File: config.mk
export PLATFORM = sky130hd
export DESIGN_NAME = plab4_net_domain_merge_flat
export DESIGN_NICKNAME = d
export VERILOG_FILES = /design/src/rtl/plab4_net_domain_merge_if.sv /design/src/rtl/plab4_net_domain_merge.sv /design/src/flat_wrapper.sv
export SDC_FILE = /design/constraint.sdc
export NUM_CORES = 1
export LEC_CHECK = 0
export BUFFER_PORTS_ARGS = -buffer_cell sky130_fd_sc_hd__clkbuf_2
export CORE_UTILIZATION = 50
export DETAILED_ROUTE_END_ITERATION = 16
export PLACE_DENSITY = 0.8
export SETUP_SLACK_MARGIN = 0.1
export SLEW_MARGIN = 20
export SYNTH_ARGS = -nofsm -noshare
export SYNTH_HDL_FRONTEND = slang
export SYNTH_SLANG_ARGS = --single-unit
File: constraint.sdc
create_clock -name clk -period 3.9 [get_ports clk]
set_input_delay 0.78 -clock clk [delete_from_list [all_inputs] [get_ports clk]]
set_output_delay 0.78 -clock clk [all_outputs]
set_load 0.01 [all_outputs]
File: src/rtl/plab4_net_domain_merge_if.sv
// plab4_net_domain_merge_if: val/rdy message channel carrying a control word and a data payload.
//   val          : message valid, driven by master
//   rdy          : message accepted this cycle when val && rdy, driven by slave
//   msg_control  : p_msg_cnbits control word, driven by master
//   msg_data     : p_msg_dnbits payload, driven by master
interface plab4_net_domain_merge_if #(
    parameter int p_msg_cnbits = 41,
    parameter int p_msg_dnbits = 32
);
    logic                    val;
    logic                    rdy;
    logic [p_msg_cnbits-1:0] msg_control;
    logic [p_msg_dnbits-1:0] msg_data;
    modport master (output val, msg_control, msg_data, input rdy);
    modport slave  (input val, msg_control, msg_data, output rdy);
endinterface

File: src/rtl/plab4_net_domain_merge.sv
// plab4_net_domain_merge: merges the domain-1 and domain-2 channels into one domain-tagged channel
// using per-domain FIFOs and a fixed time-division slot schedule.
//   clk        : clock, all state on posedge
//   reset      : asynchronous active-low reset; flushes both FIFOs and restarts the schedule
//   in_d1      : domain-1 input channel (slave); rdy = FIFO not full
//   in_d2      : domain-2 input channel (slave); rdy = FIFO not full
//   out        : merged output channel (master); carries the head of the granted FIFO
//   out_domain : 0 = domain 1, 1 = domain 2; tags the current output
// Optional feature: define PLAB4_NET_DOMAIN_MERGE_WORK_CONSERVING_EN to let an empty slot be
// borrowed by the other domain; the default build is strict TDM.
module plab4_net_domain_merge #(
    parameter int p_msg_cnbits  = 41,
    parameter int p_msg_dnbits  = 32,
    parameter int p_num_entries = 2,
    parameter int p_slot_len    = 4
) (
    input  logic                             clk,
    input  logic                             reset,
    plab4_net_domain_merge_if.slave          in_d1,
    plab4_net_domain_merge_if.slave          in_d2,
    plab4_net_domain_merge_if.master         out,
    output logic                             out_domain
);
    localparam int PW = p_num_entries > 1 ? $clog2(p_num_entries) : 1;
    localparam int CW = $clog2(p_num_entries + 1);
    localparam int SW = p_slot_len > 1 ? $clog2(p_slot_len) : 1;

    logic [p_msg_cnbits-1:0] ctrl_q [2][p_num_entries];
    logic [p_msg_dnbits-1:0] data_q [2][p_num_entries];
    logic [PW-1:0]           wr_ptr [2];
    logic [PW-1:0]           rd_ptr [2];
    logic [CW-1:0]           cnt    [2];
    logic [p_msg_cnbits-1:0] in_ctrl [2];
    logic [p_msg_dnbits-1:0] in_data [2];
    logic [1:0]              in_val, full, empty, enq, deq;
    logic [SW-1:0]           slot_cnt;
    logic                    cur_dom, gnt, wrap;

    function automatic logic [PW-1:0] nxt(input logic [PW-1:0] p);
        return (p == PW'(p_num_entries - 1)) ? '0 : p + 1'b1;
    endfunction

    assign in_val     = {in_d2.val, in_d1.val};
    assign in_ctrl[0] = in_d1.msg_control;
    assign in_ctrl[1] = in_d2.msg_control;
    assign in_data[0] = in_d1.msg_data;
    assign in_data[1] = in_d2.msg_data;

    always_comb begin
        for (int d = 0; d < 2; d++) begin
            full[d]  = cnt[d] == CW'(p_num_entries);
            empty[d] = cnt[d] == '0;
        end
    end

    assign in_d1.rdy = !full[0];
    assign in_d2.rdy = !full[1];
    assign enq       = in_val & ~full;

    // The schedule free-runs; traffic never shifts slot boundaries.
    assign wrap = slot_cnt == SW'(p_slot_len - 1);

    always_ff @(posedge clk or negedge reset) begin
        if (!reset) begin
            slot_cnt <= '0;
            cur_dom  <= 1'b0;
        end else begin
            slot_cnt <= wrap ? '0 : slot_cnt + 1'b1;
            cur_dom  <= wrap ? !cur_dom : cur_dom;
        end
    end

`ifdef PLAB4_NET_DOMAIN_MERGE_WORK_CONSERVING_EN
    assign gnt = (empty[cur_dom] && !empty[!cur_dom]) ? !cur_dom : cur_dom;
`else
    assign gnt = cur_dom;
`endif

    // Payload is forced to zero when nothing is offered so idle outputs never leak stale entries.
    assign out.val         = !empty[gnt];
    assign out.msg_control = out.val ? ctrl_q[gnt][rd_ptr[gnt]] : '0;
    assign out.msg_data    = out.val ? data_q[gnt][rd_ptr[gnt]] : '0;
    assign out_domain      = gnt;
    assign deq             = (out.val && out.rdy) ? (gnt ? 2'b10 : 2'b01) : 2'b00;

    always_ff @(posedge clk or negedge reset) begin
        if (!reset) begin
            for (int d = 0; d < 2; d++) begin
                wr_ptr[d] <= '0;
                rd_ptr[d] <= '0;
                cnt[d]    <= '0;
            end
        end else begin
            for (int d = 0; d < 2; d++) begin
                wr_ptr[d] <= enq[d] ? nxt(wr_ptr[d]) : wr_ptr[d];
                rd_ptr[d] <= deq[d] ? nxt(rd_ptr[d]) : rd_ptr[d];
                cnt[d]    <= cnt[d] + CW'(enq[d]) - CW'(deq[d]);
            end
        end
    end

    always_ff @(posedge clk) begin
        for (int d = 0; d < 2; d++) begin
            if (enq[d]) begin
                ctrl_q[d][wr_ptr[d]] <= in_ctrl[d];
                data_q[d][wr_ptr[d]] <= in_data[d];
            end
        end
    end
endmodule

File: src/flat_wrapper.sv
// flat-port wrapper written by rule: the top's interface ports become plain ports
module plab4_net_domain_merge_flat 
#(
    parameter int p_msg_cnbits  = 41,
    parameter int p_msg_dnbits  = 32,
    parameter int p_num_entries = 2,
    parameter int p_slot_len    = 4
)
  (clk, reset, out_domain, in_d1_val, in_d1_msg_control, in_d1_msg_data, in_d1_rdy, in_d2_val, in_d2_msg_control, in_d2_msg_data, in_d2_rdy, out_val, out_msg_control, out_msg_data, out_rdy);
  plab4_net_domain_merge_if #(.p_msg_cnbits(p_msg_cnbits), .p_msg_dnbits(p_msg_dnbits)) in_d1_i ();
  plab4_net_domain_merge_if #(.p_msg_cnbits(p_msg_cnbits), .p_msg_dnbits(p_msg_dnbits)) in_d2_i ();
  plab4_net_domain_merge_if #(.p_msg_cnbits(p_msg_cnbits), .p_msg_dnbits(p_msg_dnbits)) out_i ();
  input  logic clk;
  input  logic reset;
  output logic out_domain;
  input wire logic [$bits(in_d1_i.val)-1:0] in_d1_val;
  input wire logic [$bits(in_d1_i.msg_control)-1:0] in_d1_msg_control;
  input wire logic [$bits(in_d1_i.msg_data)-1:0] in_d1_msg_data;
  output wire logic [$bits(in_d1_i.rdy)-1:0] in_d1_rdy;
  input wire logic [$bits(in_d2_i.val)-1:0] in_d2_val;
  input wire logic [$bits(in_d2_i.msg_control)-1:0] in_d2_msg_control;
  input wire logic [$bits(in_d2_i.msg_data)-1:0] in_d2_msg_data;
  output wire logic [$bits(in_d2_i.rdy)-1:0] in_d2_rdy;
  output wire logic [$bits(out_i.val)-1:0] out_val;
  output wire logic [$bits(out_i.msg_control)-1:0] out_msg_control;
  output wire logic [$bits(out_i.msg_data)-1:0] out_msg_data;
  input wire logic [$bits(out_i.rdy)-1:0] out_rdy;
  assign in_d1_i.val = in_d1_val;
  assign in_d1_i.msg_control = in_d1_msg_control;
  assign in_d1_i.msg_data = in_d1_msg_data;
  assign in_d1_rdy = in_d1_i.rdy;
  assign in_d2_i.val = in_d2_val;
  assign in_d2_i.msg_control = in_d2_msg_control;
  assign in_d2_i.msg_data = in_d2_msg_data;
  assign in_d2_rdy = in_d2_i.rdy;
  assign out_val = out_i.val;
  assign out_msg_control = out_i.msg_control;
  assign out_msg_data = out_i.msg_data;
  assign out_i.rdy = out_rdy;
  plab4_net_domain_merge #(.p_msg_cnbits(p_msg_cnbits), .p_msg_dnbits(p_msg_dnbits), .p_num_entries(p_num_entries), .p_slot_len(p_slot_len)) u_core (.clk(clk), .reset(reset), .in_d1(in_d1_i), .in_d2(in_d2_i), .out(out_i), .out_domain(out_domain));
endmodule
Yosys cells after proc, flatten, opt, wreduce, memory -nomap -nowiden. Memory sizes are Yosys's and may differ from the RTL's. Index checks and enable logic that the tools add are counted.

Memories: 2. Logic and storage cells: 78. Input bits: 151. Bits in latches: 0. Memory bits (read-only): 0. RAM bits: 292. Output and inout bits: 77. Bits in registers: 11.

Memory list: u_core.ctrl_q (depth 2, width 82, rd ports 1, clocked after memory_dff 0, write ports 2, line plab4_net_domain_merge.sv:28) `logic [p_msg_cnbits-1:0] ctrl_q [2][p_num_entries];`; u_core.data_q (depth 2, width 64, rd ports 1, clocked after memory_dff 0, write ports 2, line plab4_net_domain_merge.sv:29) `logic [p_msg_dnbits-1:0] data_q [2][p_num_entries];`.

Equality and inequality tests: 3. Shift operators: 0. Mux-type cells: 34. Bitwise operators: 6. Div/mod/pow operators: 0. Order comparisons: 7. Reductions and logical operators: 9. Add/subtract/negate cells: 9. Multiply operators: 0.

Operator list (count): 41-bit 2-to-1 mux (6); 32-bit 2-to-1 mux (6); 82-bit 2-to-1 mux (2); 64-bit 2-to-1 mux (2); 41-bit demux with 1-bit select (2); 32-bit demux with 1-bit select (2); 1-bit 2-to-1 mux (11); 2-bit greater-or-equal comparator, second input constant (4); 1-bit inverter with 2-bit output (4); 2-bit == test, second input constant (3); 2-bit 2-to-1 mux (3); 1-bit adder, second input constant (4); 2-bit by 1-bit adder with 2-bit output (2); 1-bit logical NOT (4); 2-bit logical NOT (2); 2-bit by 1-bit < comparator with 1-bit output, second input constant (2); 2-bit by 1-bit subtractor with 2-bit output (2); 1-bit logical AND (3); 2-bit by 1-bit adder with 2-bit output, second input constant (1); 2-bit bitwise AND (1); 1-bit by 2-bit < comparator with 1-bit output, second input constant (1); 2-bit inverter (1).

Depth between registers and ports, before layout. Gate-level depths: netlist of the first run.

Word-level depth: 9. Gate-level depth with buffers: 8. Depth with buffers taken out: 7.

Least setup slack after synthesis of the first run. No wires, ideal clock.

Path kind: input-to-reg. Start point: input in_d2_val. End point: memory u_core.ctrl_q[1][41] (netlist bit) (enable). Arrival time: 3.919 ns. Stages on the path: 2. Setup time: 0.505 ns. Setup slack: -0.523 ns. Cells stage by stage: nand2_1 nor2_1.

RTL lines: start: declaration (line flat_wrapper.sv:20) `input wire logic [$bits(in_d2_i.val)-1:0] in_d2_val;`; end: declaration (line plab4_net_domain_merge.sv:28).

Worst setup path in the final report of the first run.
Start point: register u_core.rd_ptr[1] (netlist bit). End point: output out_msg_control[12].

Word-level cells in the longest chain between the ends: 8.

RTL lines: start: declaration (line plab4_net_domain_merge.sv:31) `logic [PW-1:0] rd_ptr [2];`; start signal: indexed assignment (line plab4_net_domain_merge.sv:96) `rd_ptr[d] <= deq[d] ? nxt(rd_ptr[d]) : rd_ptr[d];`; 1-bit 2-to-1 mux (not written as such) (3 in a row) (line plab4_net_domain_merge.sv:81) `assign out.msg_control = out.val ? ctrl_q[gnt][rd_ptr[gnt]] : '0;`; 1-bit inverter with 2-bit output (not written as such) (line plab4_net_domain_merge.sv:81); 41-bit 2-to-1 mux (not written as such) (3 in a row) (line plab4_net_domain_merge.sv:81); 41-bit 2-to-1 mux (line plab4_net_domain_merge.sv:81); end: declaration (line flat_wrapper.sv:25) `output wire logic [$bits(out_i.msg_control)-1:0] out_msg_control;`.

Every way passes these cells. The select of a mux whose other input is x is not followed.

==> results of run 1 <==
power groups by stage:
stage	logic (W)	registers, W	clock network [W]
after floorplan	0.00250	0.00469	0
after global placement	0.00335	0.00483	0
after detailed placement	0.00343	0.00488	0
after CTS	0.00345	0.00481	0.00262
after global routing	0.00365	0.00486	0.00273
final	0.00340	0.00480	0.00256
cells by family (layout without fill, tap and decap cells):
group           after synthesis  count (layout)  synth area share, %
fa+ha+maj                     5               5                0.528
simple gates                 13              13                0.528
compound gates               76              76                 7.18
mux                         146             146                 12.3
other cells                   0               2                    0
xor+xnor                      9               9                0.666
buf+inv                      39             300                 2.38
flops                       303             303                 76.4
cell usage after synthesis, drive strengths merged:
master	n	area, sq um
dfrtp	11	275
inv	7	26.3
nand2b	2	12.5
nor3	1	5.00
clkbuf	6	45.0
o21ai	1	5.00
nor2	6	25.0
ha	5	62.6
mux2i	146	1460
xor2	3	26.3
and3	2	12.5
o22ai	73	832
xnor2	6	52.6
buf	26	210
edfxtp	292	8770
a21oi	1	5.00
o21bai	1	7.51
nand2	2	7.51
final cells by class:
type,count,area (sq um)
antenna,2,5.00
clock buffer,39,806
clock inverter,16,70.1
fill,1657,8690
inverter,7,26.3
multi-input combinational,249,2560
sequential,303,9050
tap,313,392
timing repair buffer,238,1310
worst max-delay path, stage by stage, from the launching register on:
cell and delay, ps:
sky130_fd_sc_hd__dfrtp_4 790, sky130_fd_sc_hd__buf_12 370, sky130_fd_sc_hd__mux2i_1 330, sky130_fd_sc_hd__o22ai_2 110, sky130_fd_sc_hd__clkbuf_2 170
registers in the layout, summed over array words and instances (netlist names):
name and count:
u_core.cnt 4, u_core.ctrl_q 164, u_core.data_q 128, u_core.out_domain 1, u_core.rd_ptr 2, u_core.slot_cnt 2
u_core.wr_ptr 2
through the flow:
step	setup WS [ps]	hold WS [ps]
floorplan	700	403
global placement	1320	413
detailed placement	1280	436
CTS	696	87.0
global route	621	99.4
finish	721	101
worst max-delay path by stage:
stage,startpoint,endpoint,cells past startpoint
after CTS,u_core.rd_ptr[1],out_msg_control[12],4
final,u_core.rd_ptr[1],out_msg_control[12],4
after global placement,u_core.rd_ptr[1],out_msg_control[12],4
after detailed placement,u_core.rd_ptr[1],out_msg_control[12],4
after global routing,u_core.rd_ptr[1],out_msg_control[12],4
after floorplan,in_d1_val,u_core.ctrl_q[0][41],2
routing by layer:
layer | track usage (%) | routed length [um]
met1 | 23.1 | 9360
met2 | 33.2 | 12000
met3 | 3.75 | 1270
met4 | 8.50 | 890
met5 | 0 | 0
==> results.py, run 1 <==
metrics = {
    "timing": {
        "tns_ps": 0,
        "tightest_slew_ps": 670,
        "finalHoldViolations": 0,
        "min_period_ps": 3180,
        "max_freq_mhz": 315,
        "unrepaired_setup_endpoints_after_global_routing": "false",
        "setup_viol": 0,
        "number_of_max_slew_violations_in_the_final_report": 0,
        "fin_skew_ps": 16.5,
        "fin_crit_sh_pct": 81.5,
        "max-slew-margin-rel_pct": 55.2,
    },
    "critical_path": {
        "ff2ff_path_depth": 8,
        "r2r_start": "u_core.cnt[3]",
        "crit_arrival_ps": 2400,
        "setup.worst_path.start_class": "flip-flop",
        "setup.worst_path.end_class": "output pin",
        "r2r_end": "u_core.cnt[3]",
        "reg2reg_setup_slack_ps": 1420,
        "worst_ep_required_time_ps": 3120,
        "critical_path.max_fanout": 45,
        "crit_type": "reg -> out",
    },
    "routing": {
        "detail_route.first_pass.iterations": 4,
        "initial_drt_markers": 357,
        "wire_per_inst_um": 20.2,
        "post_route_drc_violation_count": 0,
        "ant_nets": 0,
        "via_count": 6211,
        "avgViaCountPerCell": 5.32,
        "postRouteWirelength_um": 23500,
    },
    "power_and_ir_drop": {
        "power.clock.fraction_pct": 23.8,
        "combPwrFrac_pct": 31.6,
        "worst_ir_drop_vdd_mv": 0.452,
        "net-switching-power_w": 0.00341,
        "power_per_cell_area_nw_per_um2": 756,
        "cellLeakagePower_nw": 5.53,
        "post-layout-total-power_w": 0.0108,
        "power.share.sequential_pct": 44.6,
        "internal_cell_power_w": 0.00735,
        "switching_share_pct": 31.7,
    },
    "cts": {
        "cts_num_sinks": 303,
        "cts.clk_slew.worst_paths_ps": 60,
        "worst_skew_pair.late_latency_ps": 540,
        "tritoncts": "built",
        "cts-hold-fix-buffers": 0,
        "htree_num_levels": 1,
        "postCtsResizedCells": 0,
        "cts_inserted_buffers": 30,
        "cts_max_path_buffers": 3,
        "clk_root_buffer_cell": "sky130_fd_sc_hd__clkbuf_16",
        "postCtsSetupBuffers": 0,
    },
    "place": {
        "port_buffers": 227,
        "post-place-cells": 1109,
        "dp_hpwl_um": 14700,
        "place_congestion": 0.733,
        "placedInstanceArea_sq_um": 13300,
    },
    "logic_synthesis": {
        "synth.cell_area_sq_um": 11800,
        "yosys_warnings": 0,
        "syn_avg_cell_area_sq_um": 20.0,
        "netlist_instances": 591,
        "count_of_state_elements_after_synthesis": 303,
        "synthesis.nets": 747,
        "synth_sequential_area_ratio_pct": 76.4,
        "yosys.cell_types.count": 23,
    },
    "run": {
        "cap_violations": 0,
    },
    "worst_hold_path": {
        "hp-class": "in -> async",
    },
    "grt": {
        "gr-total-overflow": 0,
        "grt_pass1_vias": 6527,
        "grt_antenna_before_repair": 2,
        "grt_max_degree": 74,
        "track_usage_pct": 19.1,
        "first_pass_grt_wire_length_um": 35000,
    },
    "floorplan": {
        "vertical_die_dimension_um": 156,
        "rows": 55,
        "io_pins": 228,
        "floorplan.initialDensity_pct": 51.7,
        "die_area_sq_um": 24300,
        "die-width_um": 156,
        "core_region_area_sq_um": 22900,
    },
    "cells_and_area": {
        "post-route-cell-area_sq_um": 14200,
        "final_core_util_pct": 62.1,
        "area_growth_pct": 20.2,
        "number_of_standard_cells_in_the_final_layout_excluding_fillers": 1167,
        "layout.nets": 985,
        "layout_commonest_cell": "sky130_fd_sc_hd__edfxtp_1",
        "layout_cell_share_with_drive_strength_beyond_1_pct": 40.4,
        "mostFrequentLayoutCells": "sky130_fd_sc_hd__edfxtp_1, sky130_fd_sc_hd__clkbuf_2, sky130_fd_sc_hd__mux2i_1",
    },
    "run_status": {
        "outcome": "completed",
    },
}
Power figures use the tool's default switching activity.
==> run 2: changes to the inputs <==
--- a/config.mk
+++ b/config.mk
@@ -5,10 +5,11 @@
 export SDC_FILE = /design/constraint.sdc
 export NUM_CORES = 1
 export LEC_CHECK = 0
+export ABC_AREA = 1
 export BUFFER_PORTS_ARGS = -buffer_cell sky130_fd_sc_hd__clkbuf_2
-export CORE_UTILIZATION = 50
+export CORE_UTILIZATION = 55
 export DETAILED_ROUTE_END_ITERATION = 16
-export PLACE_DENSITY = 0.8
+export PLACE_DENSITY = 0.83
 export SETUP_SLACK_MARGIN = 0.1
 export SLEW_MARGIN = 20
 export SYNTH_ARGS = -nofsm -noshare
==> constraint.sdc (replaced) <==
create_clock -name clk -period 3.3 [get_ports clk]
set_input_delay 0.66 -clock clk [delete_from_list [all_inputs] [get_ports clk]]
set_output_delay 0.66 -clock clk [all_outputs]
set_load 0.01 [all_outputs]
==> run 2 against run 1 <==
Wire length is 17% higher. Critical path depth is 2 higher. Die area is 6.1% lower. Count of clock-buffer cells in the layout is 3 higher.
==> results.py, run 2 <==
metrics = {
    "timing": {
        "number_of_max_slew_violations_in_the_final_report": 0,
        "fin_crit_sh_pct": 93.4,
        "max_freq_mhz": 324,
        "fin_skew_ps": 13.5,
        "finalHoldViolations": 0,
        "worst_hold_margin_ps": 297,
        "min_period_ps": 3080,
        "setup_viol": 0,
        "unrepaired_setup_endpoints_after_global_routing": "false",
        "max-slew-margin-rel_pct": 53.0,
        "tightest_slew_ps": 706,
        "tns_ps": 0,
    },
    "grt": {
        "track_usage_pct": 23.9,
        "grt_antenna_before_repair": 0,
        "grt_pass1_vias": 8060,
        "first_pass_grt_wire_length_um": 41000,
        "grt_max_degree": 148,
        "gr-total-overflow": 0,
    },
    "logic_synthesis": {
        "synth_sequential_area_ratio_pct": 74.0,
        "yosys.cell_types.count": 17,
        "synth-edff-count": 292,
        "syn_avg_cell_area_sq_um": 11.4,
        "netlist_instances": 1069,
        "synth.cell_area_sq_um": 12200,
        "netlist_top_cells_area": "sky130_fd_sc_hd__edfxtp_1, sky130_fd_sc_hd__nand2_1, sky130_fd_sc_hd__a21oi_1",
        "synth.top_cell.area_share_pct": 71.8,
        "synth_most_common_cell": "sky130_fd_sc_hd__nand2_1",
        "count_of_state_elements_after_synthesis": 303,
        "synthesis.nets": 1225,
        "yosys_warnings": 0,
        "postSynth.asyncResetShare_pct": 3.63,
        "ys.flop_type": "sky130_fd_sc_hd__edfxtp_1",
        "synth_common_cells": "sky130_fd_sc_hd__nand2_1, sky130_fd_sc_hd__edfxtp_1, sky130_fd_sc_hd__a21oi_1, sky130_fd_sc_hd__buf_2, sky130_fd_sc_hd__buf_4",
        "synthDominantAreaCellType": "sky130_fd_sc_hd__edfxtp_1",
    },
    "cells_and_area": {
        "number_of_standard_cells_in_the_final_layout_excluding_fillers": 1594,
        "mostFrequentLayoutCells": "sky130_fd_sc_hd__nand2_1, sky130_fd_sc_hd__edfxtp_1, sky130_fd_sc_hd__clkbuf_2",
        "area_growth_pct": 19.9,
        "multi_input_area_sq_um": 2850,
        "antennaDiodeCount": 0,
        "layout.nets": 1448,
        "regArea_sq_um": 9050,
        "layout_cell_share_with_drive_strength_beyond_1_pct": 22.2,
        "n_fill_cell": 1595,
        "largest_register_ffs": 164,
        "layout_commonest_cell": "sky130_fd_sc_hd__nand2_1",
    },
    "routing": {
        "avgViaCountPerCell": 5.22,
        "post_route_drc_violation_count": 0,
        "initial_drt_markers": 504,
        "wire_per_inst_um": 17.3,
        "postRouteWirelength_um": 27600,
        "via_count": 8328,
        "detail_route.first_pass.iterations": 5,
        "ant_nets": 0,
    },
    "critical_path": {
        "crit_arrival_ps": 2420,
        "path_cells": "inv_4, nand2_1, nand2_8, buf_4, a21oi_1, clkbuf_2",
        "crit_path_start": "u_core.out_domain",
        "critical_path_buf_inv_count": 3,
        "worst_ep_required_time_ps": 2640,
        "r2r_start": "u_core.out_domain",
        "reg2reg_setup_slack_ps": 1130,
        "r2r_end": "u_core.cnt[1]",
        "timing.critical_path.max_delay_family": "buffers and inverters",
        "setup.worst_path.start_class": "flip-flop",
        "crit_path_top_delay_cell": "sky130_fd_sc_hd__dfrtp_4",
        "critical_path.max_fanout": 55,
        "crit_type": "reg -> out",
        "cpPeakStageDelay_ps": 570,
        "setup.worst_path.end_class": "output pin",
        "ff2ff_path_depth": 8,
    },
    "cts": {
        "cts_max_path_buffers": 3,
        "htree_num_levels": 1,
        "cts.clk_slew.worst_paths_ps": 60,
        "clk_root_buffer_cell": "sky130_fd_sc_hd__clkbuf_16",
        "tritoncts": "built",
        "worst_skew_pair.late_latency_ps": 550,
        "cts_num_sinks": 303,
        "cts_inserted_buffers": 30,
    },
    "place": {
        "dp_hpwl_um": 16100,
        "port_buffers": 227,
        "post-place-cells": 1537,
        "place_congestion": 0.784,
    },
    "worst_hold_path": {
        "min-delay-start": "in_d1_msg_data[1]",
        "hp-class": "in -> reg",
        "holdPathStages": 1,
        "whs_endpoint": "u_core.data_q[0][1]",
    },
    "power_and_ir_drop": {
        "power_per_cell_area_nw_per_um2": 832,
        "cellLeakagePower_nw": 6.26,
        "worst_ir_drop_vdd_mv": 0.524,
        "post-layout-total-power_w": 0.0122,
    },
    "floorplan": {
        "die_area_sq_um": 22800,
        "die-width_um": 151,
        "core_region_area_sq_um": 21800,
        "floorplan.initialDensity_pct": 56.0,
        "io_pins": 228,
        "rows": 54,
        "vertical_die_dimension_um": 151,
    },
    "run_status": {
        "outcome": "completed",
    },
    "run": {
        "cap_violations": 0,
    },
}
-- run 2: changes by cell type after synthesis, sizes merged, moves of 2 or more --
| cell | change |
|---|---|
| nor2 | +4 |
| and3 | -2 |
| nand2 | +595 |
| nand2b | -2 |
| buf | +28 |
| mux2i | -146 |
| xnor2 | -3 |
| o22ai | -73 |
| a21oi | +72 |
| clkbuf | -5 |
| inv | +9 |
-- run 2: what timing repair did --
action                                  4_1_cts  5_1_grt
endpoints found under the hold margin        11        0
gates resized for setup                       2        3
endpoints found under the setup margin        3       54
hold buffers                                  1        0
cloned                                        0        1
buffers inserted                              0        1
-- run 2: worst register-to-register path: stages (launching register included) --
cell                      delay, ps
sky130_fd_sc_hd__dfrtp_4        570
sky130_fd_sc_hd__buf_16         440
sky130_fd_sc_hd__nand3_1        260
sky130_fd_sc_hd__inv_1          110
sky130_fd_sc_hd__ha_1           230
sky130_fd_sc_hd__inv_1           50
sky130_fd_sc_hd__ha_1           140
sky130_fd_sc_hd__xnor2_1        130
sky130_fd_sc_hd__xor2_1         160
-- run 2: layer usage --
layer | up-vias | share of wire, % | track usage [%]
li1 | 3995 | - | -
met1 | 3925 | 39 | 30.1
met3 | 44 | 10 | 5.66
met2 | 364 | 49 | 41.4
met5 | - | 0 | 0
met4 | 0 | 1.7 | 6.50
-- run 2: where the power goes --
part / internal [W] / switching (W)
Sequential: 0.00524 / 0.000218
Combinational: 0.00100 / 0.00229
Clock: 0.00210 / 0.00134
Total: 0.00834 / 0.00385
-- run 2: cell families after synthesis --
kind of cell / synth area share (%)
buf+inv: 3.05
flops: 74.0
fa+ha+maj: 0.512
simple gates: 18.7
xor+xnor: 0.430
compound gates: 3.32
-- run 2: area by class of cell --
class / count / area share, %
multi-input cells: 695 / 19.5
repair buffers: 246 / 9.19
clock inverters: 12 / 1.23
inverters: 16 / 0.427
flip-flops and latches: 303 / 61.7
clock buffers: 42 / 5.58
well taps: 280 / 2.39
-- run 2: how the worst max path moves through the flow --
| stage | end | slack (ps) | cells past startpoint |
|---|---|---|---|
| 2_1_floorplan | u_core.ctrl_q[0][0] | 200 | 2 |
| 3_5_place_dp | out_msg_data[2] | 610 | 6 |
| 4_1_cts | out_msg_data[0] | 110 | 7 |
| 3_3_place_gp | out_msg_data[2] | 650 | 6 |
| 5_1_grt | out_msg_data[2] | 110 | 6 |
| 6_report | out_msg_data[2] | 220 | 6 |
-- run 2: stage by stage --
step | instance area, sq um | setup slack [ps] | util [%]
floorplan | 12200 | 199 | -
global route | 14700 | 107 | 67.1
CTS | 14600 | 106 | 66.9
finish | 14700 | 218 | 67.1
detailed placement | 13600 | 607 | 62.2
global placement | 13600 | 646 | 62.2
==> run 3: changes to the inputs <==
--- a/config.mk
+++ b/config.mk
@@ -7,9 +7,10 @@
 export LEC_CHECK = 0
 export ABC_AREA = 1
 export BUFFER_PORTS_ARGS = -buffer_cell sky130_fd_sc_hd__clkbuf_2
-export CORE_UTILIZATION = 55
+export CORE_UTILIZATION = 57
+export CTS_BUF_LIST = sky130_fd_sc_hd__clkbuf_2 sky130_fd_sc_hd__clkbuf_4 sky130_fd_sc_hd__clkbuf_8
 export DETAILED_ROUTE_END_ITERATION = 16
-export PLACE_DENSITY = 0.83
+export PLACE_DENSITY = 0.86
 export SETUP_SLACK_MARGIN = 0.1
 export SLEW_MARGIN = 20
 export SYNTH_ARGS = -nofsm -noshare
==> run 3 against run 2 <==
Via count up 1.4%. Sequential power about the same. Cell count grew 1.2%. First-iteration DRC count up 32%. Count of clock-buffer cells in the layout up 22. Wire length rose by 0.73%. Register-to-register slack got worse by 40 ps. Fmax shrank 0.36%. Worst setup slack worse by 11 ps. Critical path type unchanged. Critical endpoint is now out_msg_control[21]. Largest power group unchanged.
==> results.py, run 3 (synthesis gave the netlist of run 2 again) <==
metrics = {
    "critical_path": {
        "crit_arrival_ps": 2430,
        "setup.worst_path.end_class": "output pin",
        "critical_path_buf_inv_count": 2,
        "crit_type": "reg -> out",
        "crit_path_top_delay_cell": "sky130_fd_sc_hd__dfrtp_4",
        "worst_ep_required_time_ps": 2640,
        "cpPeakStageDelay_ps": 560,
        "path_cells": "o21ai_4, buf_12, nand2_1, a21oi_1, clkbuf_2",
        "timing.critical_path.max_delay_family": "compound AO/OA/AOI/OAI gates",
        "critical_path.max_fanout": 63,
        "setup.worst_path.start_class": "flip-flop",
    },
    "timing": {
        "setup_viol": 0,
        "fin_skew_ps": 22.2,
        "min_period_ps": 3090,
        "unrepaired_setup_endpoints_after_global_routing": "false",
        "finalHoldViolations": 0,
        "worst_slack_ps": 207,
        "tightest_slew_ps": 730,
        "fin_crit_sh_pct": 93.7,
        "number_of_max_slew_violations_in_the_final_report": 0,
        "max-slew-margin-rel_pct": 51.4,
        "max_freq_mhz": 323,
        "tns_ps": 0,
        "worst_hold_margin_ps": 295,
    },
    "cells_and_area": {
        "n_fill_cell": 1465,
        "layout_commonest_cell": "sky130_fd_sc_hd__nand2_1",
        "layout_cell_share_with_drive_strength_beyond_1_pct": 24.1,
        "multi_input_area_sq_um": 2850,
        "layout.nets": 1464,
        "mostFrequentLayoutCells": "sky130_fd_sc_hd__nand2_1, sky130_fd_sc_hd__edfxtp_1, sky130_fd_sc_hd__clkbuf_2",
        "regArea_sq_um": 9050,
        "antennaDiodeCount": 0,
        "area_growth_pct": 19.0,
        "largest_register_ffs": 164,
    },
    "power_and_ir_drop": {
        "combPwrFrac_pct": 28.4,
        "power.share.sequential_pct": 46.6,
        "internal_cell_power_w": 0.00788,
        "power_per_cell_area_nw_per_um2": 806,
        "net-switching-power_w": 0.00384,
        "worst_ir_drop_vdd_mv": 0.520,
        "switching_share_pct": 32.8,
        "cellLeakagePower_nw": 6.25,
        "power.clock.fraction_pct": 25.0,
    },
    "cts": {
        "cts.clk_slew.worst_paths_ps": 60,
        "cts_max_path_buffers": 3,
        "htree_num_levels": 2,
        "tritoncts": "built",
        "cts_num_sinks": 303,
        "cts_inserted_buffers": 47,
        "clk_root_buffer_cell": "sky130_fd_sc_hd__clkbuf_8",
        "worst_skew_pair.late_latency_ps": 550,
    },
    "floorplan": {
        "io_pins": 228,
        "die-width_um": 148,
        "floorplan.initialDensity_pct": 58.1,
        "vertical_die_dimension_um": 148,
        "die_area_sq_um": 22000,
        "rows": 53,
        "core_region_area_sq_um": 21000,
    },
    "routing": {
        "avgViaCountPerCell": 5.24,
        "postRouteWirelength_um": 27800,
        "via_count": 8447,
        "post_route_drc_violation_count": 0,
        "initial_drt_markers": 664,
        "wire_per_inst_um": 17.2,
        "detail_route.first_pass.iterations": 5,
        "ant_nets": 0,
    },
    "grt": {
        "first_pass_grt_wire_length_um": 41800,
        "track_usage_pct": 25.2,
        "grt_pass1_vias": 8249,
        "grt_max_degree": 138,
        "gr-total-overflow": 0,
        "grt_antenna_before_repair": 0,
    },
    "worst_hold_path": {
        "hp-class": "in -> reg",
    },
    "run_status": {
        "outcome": "completed",
    },
    "place": {
        "port_buffers": 227,
        "place_congestion": 0.808,
        "dp_hpwl_um": 16300,
        "place_ws_ps": 598,
    },
    "run": {
        "cap_violations": 0,
    },
}
run 3: worst reg2reg max path: stages, from the launching register on:
cell,delay [ps]
sky130_fd_sc_hd__dfrtp_4,530
sky130_fd_sc_hd__buf_4,570
sky130_fd_sc_hd__nand3_1,240
sky130_fd_sc_hd__inv_1,100
sky130_fd_sc_hd__ha_1,220
sky130_fd_sc_hd__inv_1,60
sky130_fd_sc_hd__ha_1,140
sky130_fd_sc_hd__xnor2_1,130
sky130_fd_sc_hd__xor2_1,170
run 3: power groups by stage:
stage / sequential [W] / combinational [W] / clock, W
finish: 0.00545 / 0.00333 / 0.00293
global route: 0.00551 / 0.00367 / 0.00313
CTS: 0.00545 / 0.00335 / 0.00297
detailed placement: 0.00553 / 0.00332 / 0
global placement: 0.00549 / 0.00325 / 0
floorplan: 0.00552 / 0.00191 / 0
run 3: metal layers:
layer  track usage, %  share of wire [%]  vias to the layer above
li1                 -                  -                     4036
met1             31.0                 39                     3921
met2             42.4                 49                      440
met3             7.12                 10                       50
met4             9.38                2.1                        0
met5                0                  0                        -
run 3: layout make-up:
type	instances	share of cell area (%)
Timing Repair Buffer	244	9.36
Tap cell	275	2.37
Multi-Input combinational cell	696	19.6
Clock buffer	64	5.37
Clock inverter	15	0.637
Sequential cell	303	62.2
Inverter	16	0.430
run 3: what timing repair did:
item,in CTS,in global routing
setup endpoints to repair,20,35
endpoints found under the hold margin,11,0
pin swaps,1,0
resized for setup,1,2
buffers inserted,0,0
cloned,1,1
hold buffers,1,0
run 3: per-stage QoR:
step                      std cells  total power (W)  utilization (%)  cell area, sq um
after global placement         1531          0.00874             64.7             13600
final                          1613           0.0117             69.2             14500
after global routing           1613           0.0123             69.2             14500
after detailed placement       1531          0.00884             64.7             13600
after floorplan                1069          0.00743                -             12200
after CTS                      1612           0.0118             69.0             14500
run 3: final timing paths:
check / from / endpoint / slack [ps] / cells past startpoint
min reg2reg: u_core.slot_cnt[0] / u_core.slot_cnt[0] / 430 / 1
min in group asynchronous: reset / u_core.cnt[0] / 540 / 2
min: in_d1_msg_data[31] / u_core.data_q[0][63] / 300 / 1
max in group asynchronous: reset / u_core.out_domain / 2490 / 2
max: u_core.out_domain / out_msg_control[21] / 210 / 5
max reg2reg: u_core.out_domain / u_core.cnt[1] / 1090 / 8
